File: config.mk
export PLATFORM = sky130hd
export DESIGN_NAME = relogio
export DESIGN_NICKNAME = d
export VERILOG_FILES = /design/src/rtl/relogio.sv
export SDC_FILE = /design/constraint.sdc
export NUM_CORES = 1
export LEC_CHECK = 0
export CAP_MARGIN = 30
export CORE_MARGIN = 5
export CORE_UTILIZATION = 51
export CTS_CLUSTER_DIAMETER = 50
export DETAILED_ROUTE_END_ITERATION = 8
export PLACE_DENSITY = 0.79
export SYNTH_ARGS = -nofsm -noshare
export SYNTH_HDL_FRONTEND = slang
export SYNTH_SLANG_ARGS = --single-unit
export TNS_END_PERCENT = 10
File: constraint.sdc
create_clock -name clock -period 4.3 [get_ports clock]
set_clock_uncertainty 0.1 [all_clocks]
set_input_delay 0.86 -clock clock [delete_from_list [all_inputs] [get_ports clock]]
set_output_delay 0.86 -clock clock [all_outputs]
set_load 0.01 [all_outputs]
File: src/rtl/relogio.sv
// relogio: 24-hour HH:MM:SS clock with a set mode, driving an 8-digit multiplexed 7-segment display.
// Buttons act two edges after the synchronizer; defining RELOGIO_BLINK_EN blanks the field being set.
// No backpressure: button events are single-cycle pulses, and the display follows the scan index combinationally.
module relogio #(
  parameter int TICK_DIV = 100000000,
  parameter int SCAN_DIV = 100000
) (
  input  logic       clock,
  input  logic       reset,
  input  logic       soma,
  input  logic       subtracao,
  input  logic       cont,
  output logic [7:0] an,
  output logic [7:0] dec_cat
);
  localparam int PW = (TICK_DIV > 1) ? $clog2(TICK_DIV) : 1;
  localparam int SW = $clog2(SCAN_DIV + 1);
  localparam logic [PW-1:0] PRE_MAX  = PW'(TICK_DIV - 1);
  localparam logic [SW-1:0] SCAN_MAX = SW'(SCAN_DIV - 1);

  typedef enum logic [1:0] {RUN, SET_H, SET_M, SET_S} mode_t;
  mode_t mode, mode_nxt;

  logic [2:0] sync1, sync2, sync3;
  logic       ev_soma, ev_sub, ev_cont;
  logic [PW-1:0] pre;
  logic       tick;
  logic [7:0] hh, mm, ss;
  logic       sel_h, sel_m, sel_s, adv, adj_inc, adj_dec;
  logic [SW-1:0] scan;
  logic [2:0] idx;
  logic [3:0] dig;
  logic       dash, blank;

  // Fields are packed BCD {tens, units}; max is the wrap value (8'h23 or 8'h59).
  function automatic logic [7:0] bcd_inc(input logic [7:0] v, input logic [7:0] max);
    if (v == max)             return 8'h00;
    else if (v[3:0] == 4'd9)  return {v[7:4] + 4'd1, 4'd0};
    else                      return {v[7:4], v[3:0] + 4'd1};
  endfunction

  function automatic logic [7:0] bcd_dec(input logic [7:0] v, input logic [7:0] max);
    if (v == 8'h00)           return max;
    else if (v[3:0] == 4'd0)  return {v[7:4] - 4'd1, 4'd9};
    else                      return {v[7:4], v[3:0] - 4'd1};
  endfunction

  always_ff @(posedge clock) begin
    if (reset) begin
      sync1 <= '0;
      sync2 <= '0;
      sync3 <= '0;
    end else begin
      sync1 <= {cont, subtracao, soma};
      sync2 <= sync1;
      sync3 <= sync2;
    end
  end

  assign {ev_cont, ev_sub, ev_soma} = sync2 & ~sync3;

  always_ff @(posedge clock) begin
    if (reset)               pre <= '0;
    else if (pre == PRE_MAX) pre <= '0;
    else                     pre <= pre + 1'b1;
  end

  assign tick = (pre == PRE_MAX);

  always_ff @(posedge clock) begin
    if (reset) mode <= RUN;
    else       mode <= mode_nxt;
  end

  always_comb begin
    mode_nxt = mode;
    if (ev_cont) begin
      case (mode)
        RUN:     mode_nxt = SET_H;
        SET_H:   mode_nxt = SET_M;
        SET_M:   mode_nxt = SET_S;
        default: mode_nxt = RUN;
      endcase
    end
  end

  // A mode advance takes priority over adjustment; opposing buttons cancel.
  always_comb begin
    sel_h   = (mode == SET_H);
    sel_m   = (mode == SET_M);
    sel_s   = (mode == SET_S);
    adv     = (mode == RUN) && tick;
    adj_inc = (mode != RUN) && ev_soma && !ev_sub && !ev_cont;
    adj_dec = (mode != RUN) && ev_sub && !ev_soma && !ev_cont;
  end

  always_ff @(posedge clock) begin
    if (reset) begin
      hh <= 8'h00;
      mm <= 8'h00;
      ss <= 8'h00;
    end else if (adv) begin
      ss <= bcd_inc(ss, 8'h59);
      if (ss == 8'h59) begin
        mm <= bcd_inc(mm, 8'h59);
        if (mm == 8'h59) hh <= bcd_inc(hh, 8'h23);
      end
    end else if (adj_inc) begin
      if (sel_h) hh <= bcd_inc(hh, 8'h23);
      if (sel_m) mm <= bcd_inc(mm, 8'h59);
      if (sel_s) ss <= bcd_inc(ss, 8'h59);
    end else if (adj_dec) begin
      if (sel_h) hh <= bcd_dec(hh, 8'h23);
      if (sel_m) mm <= bcd_dec(mm, 8'h59);
      if (sel_s) ss <= bcd_dec(ss, 8'h59);
    end
  end

  always_ff @(posedge clock) begin
    if (reset) begin
      scan <= '0;
      idx  <= 3'd0;
    end else if (scan == SCAN_MAX) begin
      scan <= '0;
      idx  <= idx + 3'd1;
    end else begin
      scan <= scan + 1'b1;
    end
  end

  assign an = ~(8'd1 << idx);

  always_comb begin
    dig   = 4'd0;
    dash  = 1'b0;
    blank = 1'b0;
    case (idx)
      3'd0:    dig  = ss[3:0];
      3'd1:    dig  = ss[7:4];
      3'd2:    dash = 1'b1;
      3'd3:    dig  = mm[3:0];
      3'd4:    dig  = mm[7:4];
      3'd5:    dash = 1'b1;
      3'd6:    dig  = hh[3:0];
      default: dig  = hh[7:4];
    endcase
`ifdef RELOGIO_BLINK_EN
    if (pre >= PW'(TICK_DIV / 2))
      blank = (sel_h && (idx == 3'd6 || idx == 3'd7)) ||
              (sel_m && (idx == 3'd3 || idx == 3'd4)) ||
              (sel_s && (idx == 3'd0 || idx == 3'd1));
`endif
  end

  always_comb begin
    dec_cat = 8'hFF;
    if (!blank) begin
      if (dash) dec_cat = 8'hFD;
      else begin
        case (dig)
          4'd0:    dec_cat = 8'h03;
          4'd1:    dec_cat = 8'h9F;
          4'd2:    dec_cat = 8'h25;
          4'd3:    dec_cat = 8'h0D;
          4'd4:    dec_cat = 8'h99;
          4'd5:    dec_cat = 8'h49;
          4'd6:    dec_cat = 8'h41;
          4'd7:    dec_cat = 8'h1F;
          4'd8:    dec_cat = 8'h01;
          4'd9:    dec_cat = 8'h09;
          default: dec_cat = 8'hFF;
        endcase
      end
    end
  end
endmodule

==> impl_metrics.env <==
export IMPL_p_leak_nw=2.195
export IMPL_tns_ns=0
export IMPL_critPathLaunch="idx[0]"
export IMPL_port_buffers=19
export IMPL_ys_seq_area_share_pct=31.55
export IMPL_cts_tree="yes"
export IMPL_synth_distinct_cells=68
export IMPL_io_pins=21
export IMPL_met2_usage_pct=34.26
export IMPL_synth_edf_count=0
export IMPL_slew_headroom_pct=44.21
export IMPL_nNetsFinal=703
export IMPL_synth_top_area_share_pct=31.55
export IMPL_htree_num_levels=3
export IMPL_r2r_worst_path_cells=7
export IMPL_start_util_pct=52.74
export IMPL_antenna_found_initial=0
export IMPL_finalPower_w=0.001476
export IMPL_gp_congestion=0.9388
export IMPL_cts_max_path_buffers=2
export IMPL_fin_util_pct=58.26
export IMPL_syn_to_final_growth_pct=10.46
export IMPL_synth_area_per_cell_sq_um=7.967
export IMPL_grt_busiest_layer="met2"
export IMPL_cp_required_ns=3.34
export IMPL_tightest_slew_ns=0.8350
export IMPL_n_antenna_cell=0
export IMPL_hpwlAfterDp_um=8969
export IMPL_synth_flop_cell="dfxtp_1"
export IMPL_design_area_sq_um=5747
export IMPL_status="finished, final reports clean"
export IMPL_use_met1_pct=24.20
export IMPL_cp_data_arrival_time_ns=3.12
export IMPL_netlist_area_sq_um=5202
export IMPL_period_share_pct=94.84
export IMPL_grt_total_usage_pct=20.08
export IMPL_netlist_instances=653
export IMPL_post_drt_via_cell_ratio=5.935
export IMPL_crit_type="reg -> out"
export IMPL_synth_top_cells_by_area="dfxtp_1 32%, ha_1 9.1%, nor2_1 5.6%"
export IMPL_cp_start_kind="flop"
export IMPL_clock_root_buffer="clkbuf_8"
export IMPL_syn_num_nets=696
export IMPL_hold_depth=1
export IMPL_async_reset_ff_share_pct=0
export IMPL_clkLatencyLatePin_ns=0.37
export IMPL_path_clk_slew_ns=0.09
export IMPL_grt_first_pass_wirelength_um=20890
export IMPL_totalWireLength_um=12290
export IMPL_dieWidth_um=111
export IMPL_rows=36
export IMPL_grt_max_degree=39
export IMPL_rsz0062_at_grt="no"
export IMPL_ir_worst_vdd_mv=0.1572
export IMPL_die_area_sq_um=12320
export IMPL_cts_buffers_inserted=9
export IMPL_drc=0
export IMPL_slew_violations=0
export IMPL_finalSetupViolCount=0
export IMPL_grt_use_met3_pct=2.566
export IMPL_fp_dieH_um=111
export IMPL_cts_hold_buf=0
export IMPL_dpl_instance_area_sq_um=5485
export IMPL_firstDrtPassIters=5
export IMPL_core_sq_um=9864
export IMPL_ys_warn_count=0
export IMPL_finalHoldViolCount=0
export IMPL_fin_crit_ns=4.078
export IMPL_synth_seq_cells=82
export IMPL_crit_fanout=8
export IMPL_p_per_area_nw_per_um2=256.8
export IMPL_postRouteAntennaNets=0
export IMPL_drive_gt1_share_pct=6.617
export IMPL_layout_common_cells="80 x dfxtp_1, 78 x nor2_1, 60 x nand2_1"
export IMPL_hold_path_class="reg -> reg"
export IMPL_final_common_cell="dfxtp_1"
export IMPL_grt_pass1_vias=4538
export IMPL_hp_start="sync1[0]"
export IMPL_post_drt_wl_per_cell_um=15.40
export IMPL_fmax_mhz=245.2
export IMPL_critPathCaptureType="primary output"
export IMPL_drt_iter0_drc=351
export IMPL_via_count=4736
export IMPL_cts_sinks=82
export IMPL_maxCapViolCount=0
export IMPL_grt_ovfl_total=0
export IMPL_r2r_start="hh[0]"
export IMPL_yosys_area_top_type="dfxtp_1"
==> metrics by stage <==
stage	hold slack (ns)	worst slack, ns	instances
2_1_floorplan	0.3138	0.7046	653
3_5_place_dp	0.3277	0.2182	782
5_1_grt	0.3564	0.04408	798
3_3_place_gp	0.3197	0.3551	782
4_1_cts	0.3427	0.02494	798
6_report	0.3403	0.2219	798
==> flip-flops by register name (all words and copies together), names as in the netlist <==
register  flops
ss            8
sync2         3
idx           3
sync3         3
scan         17
pre          27
hh            8
mm            8
mode          2
sync1         3
==> cell usage after synthesis, types with 4 or more instances <==
cell type  count
nor3_1        18
and3_1         6
xnor2_1       18
a22oi_1        5
a31oi_1       12
dfxtp_1       82
xor2_1        27
nand2_1       60
clkbuf_1      18
mux2i_1        7
or2_2          4
ha_1          38
nor2_1        78
nor2b_1       19
or4_1          5
buf_2          7
and4_1         6
nand2b_1       5
inv_1         31
nor4_1         6
o21ai_0       26
a21oi_1       21
nand4_1       14
and2_1         6
o21ai_1        5
o211ai_1       4
o2111ai_1      4
a211oi_1       9
nand3_1       32
or3_1          8
a22o_1         7
a311oi_1       5
==> power breakdown <==
part	leakage, nW	switching, W	total [W]	internal [W]
clock	0.115	0.000305	0.000655	0.000350
combinational	1.42	0.0000297	0.0000463	0.0000166
sequential	0.664	0.00000643	0.000774	0.000768
==> worst paths after layout <==
| kind | end | slack (ns) |
|---|---|---|
| max | dec_cat[6] | 0.22 |
| min | sync2[0] | 0.34 |
| max reg2reg | hh[7] | 1.55 |
| min reg2reg | sync2[0] | 0.34 |
==> worst max-delay path: stages, from the launching register on <==
cell             delay [ns]
dfxtp_2                0.35
ha_1                   0.22
ha_1                   0.23
or4_4                  0.55
nor2_1                 0.14
a41o_2                 0.18
inv_1                  0.09
ha_1                   0.30
o21ai_0                0.16
clkdlybuf4s50_1        0.55
==> cell families after synthesis <==
group | share of synthesized area (%)
AO/OA/AOI/OAI | 17.29
XOR/XNOR | 7.576
adder cells (fa/ha/maj) | 9.139
buffers and inverters | 4.714
flip-flops | 31.55
multiplexers | 1.780
other | 0.07208
AND/OR/NAND/NOR | 27.87
==> final cells by class <==
class	count	area [sq um]
Inverter	32	120.1
Clock inverter	6	96.34
Fill cell	852	4118
Tap cell	133	166.4
Timing Repair Buffer	25	240.2
Clock buffer	10	137.6
Sequential cell	82	1644
Multi-Input combinational cell	510	3342
==> routing by layer <==
metal,up-vias,part of all wire (%)
met1,2230,43
li1,2328,-
met2,142,48
met4,0,4.0
met3,36,4.6
met5,-,0
==> repair_timing <==
action                     4_1_cts  5_1_grt
gates resized for setup          3        6
setup buffers                    0        0
setup endpoints to repair        7        6
(Power assumes the default switching activity.)
